File: src/rtl/mem_port_arbiter_pkg.sv
// mem_port_arbiter_pkg: memory-port types shared by the arbiter slice.
// Tag entries record which load requester owns an in-flight tag.
package mem_port_arbiter_pkg;

  typedef logic [3:0]  MEM_TAG;
  typedef logic [63:0] MEM_BLOCK;
  typedef logic [31:0] ADDR;

  typedef enum logic [1:0] {
    MEM_NONE  = 2'h0,
    MEM_LOAD  = 2'h1,
    MEM_STORE = 2'h2
  } MEM_COMMAND;

  typedef enum logic [1:0] {
    REQ_Q = 2'd0,
    REQ_R = 2'd1,
    REQ_O = 2'd2
  } REQ_ID;

  typedef struct packed {
    logic  valid;
    REQ_ID owner;
  } tag_entry_t;

  localparam int NUM_TAGS = 2 ** $bits(MEM_TAG);

  function automatic logic [1:0] resp_onehot(REQ_ID owner);
    logic [1:0] oh;
    oh = 2'b00;
    unique case (owner)
      REQ_Q:   oh = 2'b01;
      REQ_R:   oh = 2'b10;
      default: oh = 2'b00;
    endcase
    return oh;
  endfunction

endpackage

File: src/rtl/mem_port_arbiter_if.sv
// mem_port_arbiter_if: requester and memory-side bundle of the port arbiter.
// slave = arbiter side, master = requesters/memory model side.
interface mem_port_arbiter_if #(
  parameter int NUM_REQ         = 3,
  parameter int MAX_OUTSTANDING = 8
);
  import mem_port_arbiter_pkg::*;

  localparam int CW = $clog2(MAX_OUTSTANDING + 1);

  logic [NUM_REQ-1:0]    req_valid;
  ADDR  [NUM_REQ-1:0]    req_addr;
  MEM_BLOCK              req_data;
  logic [NUM_REQ-1:0]    req_ready;
  logic [1:0]            resp_valid;
  MEM_BLOCK              resp_data;
  MEM_TAG                mem2proc_transaction_tag;
  MEM_BLOCK              mem2proc_data;
  MEM_TAG                mem2proc_data_tag;
  MEM_COMMAND            proc2mem_command;
  ADDR                   proc2mem_addr;
  MEM_BLOCK              proc2mem_data;
  logic [CW-1:0]         outstanding;
  logic                  tag_error;

  modport slave (
    input  req_valid, req_addr, req_data,
    input  mem2proc_transaction_tag, mem2proc_data,
    input  mem2proc_data_tag,
    output req_ready, resp_valid, resp_data,
    output proc2mem_command, proc2mem_addr,
    output proc2mem_data, outstanding, tag_error
  );

  modport master (
    output req_valid, req_addr, req_data,
    output mem2proc_transaction_tag, mem2proc_data,
    output mem2proc_data_tag,
    input  req_ready, resp_valid, resp_data,
    input  proc2mem_command, proc2mem_addr,
    input  proc2mem_data, outstanding, tag_error
  );

endinterface

File: src/rtl/mem_port_arbiter_tag_table.sv
// mem_tag_table: owner table for in-flight load tags.
// A free and an alloc of the same tag in one cycle leave the entry allocated.
module mem_tag_table
  import mem_port_arbiter_pkg::*;
(
  input  logic       clk,
  input  logic       rst,
  input  logic       alloc_en,
  input  MEM_TAG     alloc_tag,
  input  REQ_ID      alloc_owner,
  input  logic       free_en,
  input  MEM_TAG     free_tag,
  output tag_entry_t lookup_entry
);

  logic [NUM_TAGS-1:0] valid_q;
  REQ_ID               owner_q [NUM_TAGS];

  assign lookup_entry = '{
    valid: valid_q[free_tag],
    owner: owner_q[free_tag]
  };

  // Alloc is written after free so it wins on a shared tag.
  always_ff @(posedge clk) begin
    if (rst) begin
      valid_q <= '0;
    end else begin
      if (free_en)
        valid_q[free_tag] <= 1'b0;
      if (alloc_en)
        valid_q[alloc_tag] <= 1'b1;
    end
  end

  always_ff @(posedge clk) begin
    if (alloc_en)
      owner_q[alloc_tag] <= alloc_owner;
  end

endmodule

File: src/rtl/mem_port_arbiter.sv
// mem_port_arbiter: shares one memory port between Q/R loads and O stores.
// Define ARB_ROUND_ROBIN_EN for round-robin; default is fixed O > Q > R.
module mem_port_arbiter
  import mem_port_arbiter_pkg::*;
#(
  parameter int NUM_REQ         = 3,
  parameter int MAX_OUTSTANDING = 8
) (
  input logic               clk,
  input logic               rst,
  mem_port_arbiter_if.slave bus
);

  localparam int CW = $clog2(MAX_OUTSTANDING + 1);
  localparam logic [CW-1:0] MAX_CNT = CW'(MAX_OUTSTANDING);

  logic [CW-1:0]      cnt_q;
  logic [NUM_REQ-1:0] elig;
  logic [NUM_REQ-1:0] ready;
  logic               has_win;
  REQ_ID              win;
  logic               accept;
  logic               alloc;
  logic               free;
  logic               bad;
  tag_entry_t         entry;
  logic [1:0]         resp_valid_q;
  MEM_BLOCK           resp_data_q;
  logic               tag_error_q;

  // Loads stall at the outstanding limit; stores are never tracked.
  always_comb begin
    elig = bus.req_valid;
    if (cnt_q >= MAX_CNT) begin
      elig[REQ_Q] = 1'b0;
      elig[REQ_R] = 1'b0;
    end
  end

`ifdef ARB_ROUND_ROBIN_EN
  logic [1:0] rr_q;
  logic [2:0] sum;

  always_comb begin
    has_win = 1'b0;
    win     = REQ_Q;
    sum     = '0;
    for (int k = 0; k < NUM_REQ; k++) begin
      sum = {1'b0, rr_q} + 3'(k);
      if (sum >= 3'(NUM_REQ))
        sum = sum - 3'(NUM_REQ);
      if (!has_win && elig[sum[1:0]]) begin
        has_win = 1'b1;
        win     = REQ_ID'(sum[1:0]);
      end
    end
  end

  always_ff @(posedge clk) begin
    if (rst)
      rr_q <= 2'd0;
    else if (accept)
      rr_q <= (win == REQ_O) ? 2'd0 : 2'(win) + 2'd1;
  end
`else
  always_comb begin
    has_win = 1'b1;
    win     = REQ_O;
    if (elig[REQ_O])
      win = REQ_O;
    else if (elig[REQ_Q])
      win = REQ_Q;
    else if (elig[REQ_R])
      win = REQ_R;
    else
      has_win = 1'b0;
  end
`endif

  always_comb begin
    bus.proc2mem_command = MEM_NONE;
    bus.proc2mem_addr    = '0;
    bus.proc2mem_data    = '0;
    if (has_win) begin
      bus.proc2mem_addr = bus.req_addr[win];
      if (win == REQ_O) begin
        bus.proc2mem_command = MEM_STORE;
        bus.proc2mem_data    = bus.req_data;
      end else begin
        bus.proc2mem_command = MEM_LOAD;
      end
    end
  end

  assign accept = has_win &&
                  (bus.mem2proc_transaction_tag != '0);
  assign alloc  = accept && (win != REQ_O);

  always_comb begin
    ready = '0;
    if (accept)
      ready[win] = 1'b1;
  end

  assign bus.req_ready = ready;

  mem_tag_table u_tags (
    .clk          (clk),
    .rst          (rst),
    .alloc_en     (alloc),
    .alloc_tag    (bus.mem2proc_transaction_tag),
    .alloc_owner  (win),
    .free_en      (free),
    .free_tag     (bus.mem2proc_data_tag),
    .lookup_entry (entry)
  );

  assign free = (bus.mem2proc_data_tag != '0) && entry.valid;
  assign bad  = (bus.mem2proc_data_tag != '0) && !entry.valid;

  always_ff @(posedge clk) begin
    if (rst) begin
      cnt_q <= '0;
    end else begin
      unique case ({alloc, free})
        2'b10:   cnt_q <= cnt_q + CW'(1);
        2'b01:   cnt_q <= cnt_q - CW'(1);
        default: cnt_q <= cnt_q;
      endcase
    end
  end

  always_ff @(posedge clk) begin
    if (rst) begin
      resp_valid_q <= 2'b00;
      resp_data_q  <= '0;
      tag_error_q  <= 1'b0;
    end else begin
      resp_valid_q <= free ? resp_onehot(entry.owner) : 2'b00;
      if (free)
        resp_data_q <= bus.mem2proc_data;
      if (bad)
        tag_error_q <= 1'b1;
    end
  end

  assign bus.outstanding = cnt_q;
  assign bus.resp_valid  = resp_valid_q;
  assign bus.resp_data   = resp_data_q;
  assign bus.tag_error   = tag_error_q;

endmodule

File: src/flat_wrapper.sv
// flat-port wrapper written by rule: the top's interface ports become plain ports
module mem_port_arbiter_flat import mem_port_arbiter_pkg::*;
#(
  parameter int NUM_REQ         = 3,
  parameter int MAX_OUTSTANDING = 8
)
  (clk, rst, bus_req_valid, bus_req_addr, bus_req_data, bus_mem2proc_transaction_tag, bus_mem2proc_data, bus_mem2proc_data_tag, bus_req_ready, bus_resp_valid, bus_resp_data, bus_proc2mem_command, bus_proc2mem_addr, bus_proc2mem_data, bus_outstanding, bus_tag_error);
  mem_port_arbiter_if #(.NUM_REQ(NUM_REQ), .MAX_OUTSTANDING(MAX_OUTSTANDING)) bus_i ();
  input logic clk;
  input logic rst;
  input wire logic [$bits(bus_i.req_valid)-1:0] bus_req_valid;
  input wire logic [$bits(bus_i.req_addr)-1:0] bus_req_addr;
  input wire logic [$bits(bus_i.req_data)-1:0] bus_req_data;
  input wire logic [$bits(bus_i.mem2proc_transaction_tag)-1:0] bus_mem2proc_transaction_tag;
  input wire logic [$bits(bus_i.mem2proc_data)-1:0] bus_mem2proc_data;
  input wire logic [$bits(bus_i.mem2proc_data_tag)-1:0] bus_mem2proc_data_tag;
  output wire logic [$bits(bus_i.req_ready)-1:0] bus_req_ready;
  output wire logic [$bits(bus_i.resp_valid)-1:0] bus_resp_valid;
  output wire logic [$bits(bus_i.resp_data)-1:0] bus_resp_data;
  output wire logic [$bits(bus_i.proc2mem_command)-1:0] bus_proc2mem_command;
  output wire logic [$bits(bus_i.proc2mem_addr)-1:0] bus_proc2mem_addr;
  output wire logic [$bits(bus_i.proc2mem_data)-1:0] bus_proc2mem_data;
  output wire logic [$bits(bus_i.outstanding)-1:0] bus_outstanding;
  output wire logic [$bits(bus_i.tag_error)-1:0] bus_tag_error;
  assign bus_i.req_valid = bus_req_valid;
  assign bus_i.req_addr = bus_req_addr;
  assign bus_i.req_data = bus_req_data;
  assign bus_i.mem2proc_transaction_tag = bus_mem2proc_transaction_tag;
  assign bus_i.mem2proc_data = bus_mem2proc_data;
  assign bus_i.mem2proc_data_tag = bus_mem2proc_data_tag;
  assign bus_req_ready = bus_i.req_ready;
  assign bus_resp_valid = bus_i.resp_valid;
  assign bus_resp_data = bus_i.resp_data;
  assign bus_proc2mem_command = bus_i.proc2mem_command;
  assign bus_proc2mem_addr = bus_i.proc2mem_addr;
  assign bus_proc2mem_data = bus_i.proc2mem_data;
  assign bus_outstanding = bus_i.outstanding;
  assign bus_tag_error = bus_i.tag_error;
  mem_port_arbiter #(.NUM_REQ(NUM_REQ), .MAX_OUTSTANDING(MAX_OUTSTANDING)) u_core (.clk(clk), .rst(rst), .bus(bus_i));
endmodule
File: config.mk
export PLATFORM = sky130hd
export DESIGN_NAME = mem_port_arbiter_flat
export DESIGN_NICKNAME = d
export VERILOG_FILES = /design/src/rtl/mem_port_arbiter_pkg.sv /design/src/rtl/mem_port_arbiter_if.sv /design/src/rtl/mem_port_arbiter_tag_table.sv /design/src/rtl/mem_port_arbiter.sv /design/src/flat_wrapper.sv
export SDC_FILE = /design/constraint.sdc
export NUM_CORES = 1
export LEC_CHECK = 0
export CAP_MARGIN = 30
export CORE_AREA = 2 2 161 163
export CTS_CLUSTER_DIAMETER = 30
export DETAILED_ROUTE_END_ITERATION = 16
export DIE_AREA = 0 0 163 165
export PLACE_DENSITY = 0.63
export SYNTH_ARGS = -nofsm -noshare
export SYNTH_HDL_FRONTEND = slang
export SYNTH_HIERARCHICAL = 1
export SYNTH_SLANG_ARGS = --single-unit
File: constraint.sdc
create_clock -name clk -period 7.6 [get_ports clk]
set_clock_uncertainty 0.1 [all_clocks]
set_input_delay 1.52 -clock clk [delete_from_list [all_inputs] [get_ports clk]]
set_output_delay 1.52 -clock clk [all_outputs]
set_load 0.05 [all_outputs]
* Word-level counts from Yosys, hierarchy flattened *
Memory sizes are Yosys's and may differ from the RTL's.
Cells that the tools add are included.

word-level totals
  output and inout bits = 172
  word-level logic and storage cells = 67
  register bits = 87
  memory bits (writable) = 32
  memories kept = 1

memories
  name                   depth  width  read ports  clocked after memory_dff  wr ports  RTL line                          text
  u_core.u_tags.owner_q  16     2      1           0                         1         mem_port_arbiter_tag_table.sv:17  REQ_ID owner_q [NUM_TAGS];

cells by class
  multiplexer cells = 30
  reductions and logical operators = 13
  $add $sub $neg = 2
  equal/unequal tests = 5
  bitwise operators = 4
  $lt $le $gt $ge = 7

operator list
  cell                                                               count
  2-to-1 mux 64 bit                                                  2
  binary-select mux 32 bit (select 2 bit)                            1
  2-to-1 mux 32 bit                                                  2
  2-to-1 mux 16 bit                                                  3
  bitwise AND 16 bit                                                 1
  inverter 16 bit                                                    1
  bitwise OR 16 bit                                                  1
  2-to-1 mux 2 bit                                                   6
  less-than comparator 4 x 5 -> 1 bit, second input constant         2
  2-to-1 mux 1 bit                                                   9
  demux 1 bit (select 4 bit)                                         2
  greater-or-equal comparator 4 x 1 -> 1 bit, second input constant  2
  one-hot mux 4 bit (2 select lines)                                 1
  nonzero test 4 bit                                                 2
  logical AND 1 bit                                                  7
  adder 4 x 1 -> 4 bit, second input constant                        1
  binary-select mux 1 bit (select 4 bit)                             1
  equality test 2 x 1 -> 1 bit, second input constant                2
  equality test 2 bit, second input constant                         2
  greater-or-equal comparator 4 bit, second input constant           1
  one-hot mux 2 bit (2 select lines)                                 1
  subtractor 4 x 1 -> 4 bit, second input constant                   1
  less-than comparator 2 x 3 -> 1 bit, second input constant         1
  2-to-1 mux 3 bit                                                   1
  other kinds (8)                                                    8

* Longest topological paths before layout *
  depth after elaboration = 10
  mapped depth = 15

* Modules after synthesis *
The synthesis kept the hierarchy.

by module, submodules not included
  module            sequential area each (µm²)  cells an instance  area each (µm²)  instances
  mem_port_arbiter  1421.4                      502                3792.4           1
  mem_tag_table     1281.2                      162                2084.5           1

* Worst setup path after synthesis *
No wires, ideal clock.

  kind = input -> output
  start point = input bus_req_valid[2]
  end point = output bus_proc2mem_addr[11]
  stages on the path = 5
  path buffers = 2
  required time = 5.980 ns
  arrival = 3.237 ns
  slack = 2.743 ns
  cells stage by stage = buf_6 -> nor4b_4 -> buf_6 -> mux2i_1 -> o21ai_0

on the way
  cells in the longest elaborated chain, start to end = 4
  elaborated cells between the ends (all ways) = 5
  those cells by class = mux: 5

ends and longest elaborated chain
  element                                  RTL line                text
  start: declaration                       flat_wrapper.sv:11      input wire logic [$bits(bus_i.req_valid)-1:0] bus_req_valid;
  2-to-1 mux 2 bit                         mem_port_arbiter.sv:69  if (elig[REQ_O])
  binary-select mux 32 bit (select 2 bit)  mem_port_arbiter.sv:85  bus.proc2mem_addr = bus.req_addr[win];
  2-to-1 mux 32 bit (implied by the code)  mem_port_arbiter.sv:85
  2-to-1 mux 32 bit *                      mem_port_arbiter.sv:84  if (has_win) begin
  end: declaration                         flat_wrapper.sv:21      output wire logic [$bits(bus_i.proc2mem_addr)-1:0] bus_proc2mem_addr;

Every way passes the cells marked *; elsewhere a longest branch is shown, timed or not. The select of a mux whose other input is x is not followed.

* Worst setup path in the final report *
  start point = input bus_req_valid[1]
  end point = output bus_proc2mem_addr[8]

on the way
  cells in the longest elaborated chain, start to end = 7
  elaborated cells between the ends (all ways) = 10
  those cells by class = mux: 10

ends and longest elaborated chain
  element                                  RTL line                text
  2-to-1 mux 2 bit *                       mem_port_arbiter.sv:34  if (cnt_q >= MAX_CNT) begin
  2-to-1 mux 2 bit                         mem_port_arbiter.sv:73  else if (elig[REQ_R])
  2-to-1 mux 2 bit                         mem_port_arbiter.sv:71  else if (elig[REQ_Q])
  2-to-1 mux 2 bit                         mem_port_arbiter.sv:69
  binary-select mux 32 bit (select 2 bit)  mem_port_arbiter.sv:85
  2-to-1 mux 32 bit (implied by the code)  mem_port_arbiter.sv:85
  2-to-1 mux 32 bit *                      mem_port_arbiter.sv:84

Marks and branches as above.

==> impl_results.rst <==
.. list-table::
   :header-rows: 1

   * - Metric
     - Value
   * - Time the worst path needs with I/O delays and setup
     - 5.73 ns
   * - Total Die Area
     - 0.0269 mm²
   * - Placed Instance Area
     - 0.0101 mm²
   * - Die height
     - 165 µm
   * - Leading register cell type out of synthesis
     - sky130_fd_sc_hd__dfxtp_1
   * - Routed wire length
     - 27.4 mm
   * - Number of storage elements in the synthesis netlist
     - 119
   * - P per Cell Area
     - 181 mW/mm²
   * - VDD IR-drop max
     - 0.000136 V
   * - Endpoint type of the worst setup path
     - output pin
   * - FMAX
     - 174 MHz
   * - Maximum number of pins on one net before global-route repair
     - 100
   * - Portion of the post-synthesis area used by sequential elements
     - 0.460
   * - Clock tree from TritonCTS
     - built
   * - Slew at the pin closest to its max-slew limit
     - 0.980 ns
   * - Layout cell share with drive strength beyond 1
     - 0.0509
   * - Bufs on Longest Clock Path
     - 2
   * - Synthesized Nets
     - 904
   * - Final setup violating endpoints
     - 0
   * - Worst Setup Start Kind
     - primary input
   * - Post-route worst setup slack
     - 1.87 ns
   * - Final RePlAce weighted congestion
     - 0.915
   * - Status
     - complete, no violations
   * - Fraction of registers with async set/reset
     - 0
   * - Sum of overflow across all layers after global routing
     - 0
   * - Routed length per instance
     - 19.6 µm
   * - Nets
     - 1289
   * - Post-CTS Setup Repair Bufs
     - 0
   * - Clock-pin slew reported for the worst setup and hold paths after clock tree synthesis
     - 0.05 ns
   * - Number of sinks driven by the clock tree
     - 119
   * - Violation count after the first detailed-route iteration
     - 563
   * - Remaining design rule violation count
     - 0
   * - Vias per cell
     - 4.44
   * - Total number of H-tree levels
     - 4
   * - DIE WIDTH
     - 163 µm
   * - Master cell of the clock root buffer
     - sky130_fd_sc_hd__clkbuf_16
   * - Maximum fanout along the worst path
     - 49
   * - Core outline area
     - 0.0250 mm²
   * - Syn Inst Count
     - 664
   * - Worst slack after detailed placement
     - 1.89 ns
   * - Syn-to-layout area delta
     - 81.9%
   * - Detailed-route via count
     - 6214
   * - Worst Path Required
     - 5.98 ns
   * - Leakage
     - 3.85 nW
   * - Hold-fix buffer count after cts
     - 0
   * - Post-route design area
     - 0.0107 mm²
   * - Antenna violations before repair
     - 8
   * - Share of the cycle needed by the critical path after routing
     - 0.754
   * - Top Ports
     - 409
   * - Insertion delay to the later sink of the worst-skew pair
     - 0.41 ns
   * - CTS buffer count
     - 17
   * - Wire length of the first global-routing pass
     - 38.2 mm
   * - Floorplan row count
     - 58
   * - Number of synthesized flops with an enable pin
     - 32
   * - Post-synthesis cell area
     - 0.00588 mm²
   * - Post-CTS sizing
     - 0
   * - Max-Slew Margin vs Limit
     - 0.347
   * - Final core utilization
     - 0.427
   * - Post-Route Setup TNS
     - 0 ns
   * - RSZ-0062 raised after global routing
     - false
   * - Number of maximum-capacitance violations
     - 0
   * - WS Path Type
     - in -> out
   * - Number of search-and-repair iterations in the first detailed-routing pass
     - 5
   * - Aggregate global-route resource usage
     - 0.194
   * - Arrival time at the worst endpoint
     - 4.11 ns
   * - Final max-slew violation count
     - 0
   * - Total chip power
     - 0.00193 W
   * - Vias in the first global route
     - 6134
   * - Warning count from the yosys run
     - 6
   * - Antenna Nets Post-Route
     - 0
   * - Distinct cell type count of the synthesized netlist
     - 41
   * - Kind of path behind the tightest hold check
     - reg -> reg
   * - Port-buffer cells
     - 408
   * - Syn Area/Cell
     - 8.85 µm²
   * - Initial Util
     - 0.235
   * - Final number of hold-violating endpoints
     - 0
   * - Hpwl dp
     - 21.2 mm
[where the power goes]
group / total [W] / internal, W / switching, W
sequential: 0.000668 / 0.000662 / 0.00000601
clock: 0.000784 / 0.000504 / 0.000280
combinational: 0.000478 / 0.000214 / 0.000264
[cell usage in the layout (no fill, tap or decap), types with 2 or more instances in the layout]
master	instances
sky130_fd_sc_hd__a21oi_1	83
sky130_fd_sc_hd__a222oi_1	4
sky130_fd_sc_hd__a22oi_1	3
sky130_fd_sc_hd__and2_1	65
sky130_fd_sc_hd__and3b_1	2
sky130_fd_sc_hd__buf_2	2
sky130_fd_sc_hd__buf_4	6
sky130_fd_sc_hd__bufinv_16	2
sky130_fd_sc_hd__clkbuf_1	2
sky130_fd_sc_hd__clkbuf_16	17
sky130_fd_sc_hd__clkbuf_8	3
sky130_fd_sc_hd__clkdlybuf4s50_1	406
sky130_fd_sc_hd__clkinv_2	5
sky130_fd_sc_hd__dfxtp_1	87
sky130_fd_sc_hd__diode_2	7
sky130_fd_sc_hd__edfxtp_1	32
sky130_fd_sc_hd__ha_1	3
sky130_fd_sc_hd__inv_1	22
sky130_fd_sc_hd__mux2i_1	29
sky130_fd_sc_hd__mux4_1	3
sky130_fd_sc_hd__mux4_2	9
sky130_fd_sc_hd__nand2_1	172
sky130_fd_sc_hd__nand2b_1	2
sky130_fd_sc_hd__nand3_1	11
sky130_fd_sc_hd__nand3b_1	2
sky130_fd_sc_hd__nor2_1	9
sky130_fd_sc_hd__nor2b_1	11
sky130_fd_sc_hd__nor4_1	2
sky130_fd_sc_hd__o21ai_0	21
sky130_fd_sc_hd__o21ai_1	24
sky130_fd_sc_hd__or2_2	2
sky130_fd_sc_hd__or3_1	2
sky130_fd_sc_hd__xor2_1	3
[logic make-up (layout without fill, tap and decap cells)]
family,count (synthesis),in the layout,share of synthesized area
XOR/XNOR,3,3,0.00447
AND/OR/NAND/NOR,287,287,0.233
AO/OA/AOI/OAI,138,138,0.123
flip-flops,119,119,0.460
buffers and inverters,72,469,0.0741
multiplexers,42,42,0.0992
other,0,7,0
adder cells (fa/ha/maj),3,3,0.00639
[registers in the layout, indices dropped and copies added (netlist names)]
register	count
u_core/u_tags/valid_q	16
u_core/bus.resp_data	64
u_core/bus.resp_valid	2
u_core/u_tags/owner_q	32
u_core/bus.outstanding	4
u_core/bus.tag_error	1
[worst max-delay path: stages]
cell and delay, ns:
sky130_fd_sc_hd__clkdlybuf4s50_1 0.54, sky130_fd_sc_hd__nor4b_4 0.23, sky130_fd_sc_hd__buf_4 0.58, sky130_fd_sc_hd__mux2i_1 0.18, sky130_fd_sc_hd__o21ai_1 0.16, sky130_fd_sc_hd__clkdlybuf4s50_1 0.86
[cell type report]
cell class                      count  area, µm²
Multi-Input combinational cell    473       2750
Tap cell                          330        413
Antenna cell                        7       17.5
Inverter                           23       86.3
Fill cell                        2473      14300
Clock inverter                      9        101
Timing Repair Buffer              415       4150
Clock buffer                       22        474
Sequential cell                   119       2700
[per-stage QoR]
step | hold WS [ns] | std cells
4_1_cts | 0.354 | 1390
3_3_place_gp | 0.341 | 1359
2_1_floorplan | 0.349 | 664
5_1_grt | 0.367 | 1397
6_report | 0.350 | 1398
3_5_place_dp | 0.346 | 1359
[synth_stat cells (4+ instances only)]
cell	number	area share
sky130_fd_sc_hd__nand2_1	172	0.11
sky130_fd_sc_hd__dfxtp_1	87	0.30
sky130_fd_sc_hd__a21oi_1	83	0.071
sky130_fd_sc_hd__and2_1	65	0.069
sky130_fd_sc_hd__edfxtp_1	32	0.16
sky130_fd_sc_hd__mux2i_1	29	0.049
sky130_fd_sc_hd__clkbuf_1	25	0.016
sky130_fd_sc_hd__o21ai_1	24	0.020
sky130_fd_sc_hd__inv_1	22	0.014
sky130_fd_sc_hd__o21ai_0	22	0.019
sky130_fd_sc_hd__buf_6	13	0.025
sky130_fd_sc_hd__nand3_1	11	0.0094
sky130_fd_sc_hd__nor2b_1	11	0.012
sky130_fd_sc_hd__mux4_2	9	0.034
sky130_fd_sc_hd__nor2_1	9	0.0057
sky130_fd_sc_hd__buf_2	6	0.0051
sky130_fd_sc_hd__a222oi_1	4	0.0068
[worst paths after layout]
path / to / slack [ns] / from / depth (start not counted)
max reg2reg: u_core/bus.outstanding[3] / 4.64 / u_core/bus.outstanding[3] / 8
min: u_core/bus.resp_data[31] / 0.35 / u_core/bus.resp_data[31] / 2
min reg2reg: u_core/bus.resp_data[31] / 0.35 / u_core/bus.resp_data[31] / 2
max: bus_proc2mem_addr[8] / 1.87 / bus_req_valid[1] / 6
[layer usage]
metal	track usage	wire length [µm]
met1	0.217	10600
met2	0.328	13500
met3	0.0736	2590
met4	0.0877	656
met5	0	13
Power figures use the tool's default switching activity.
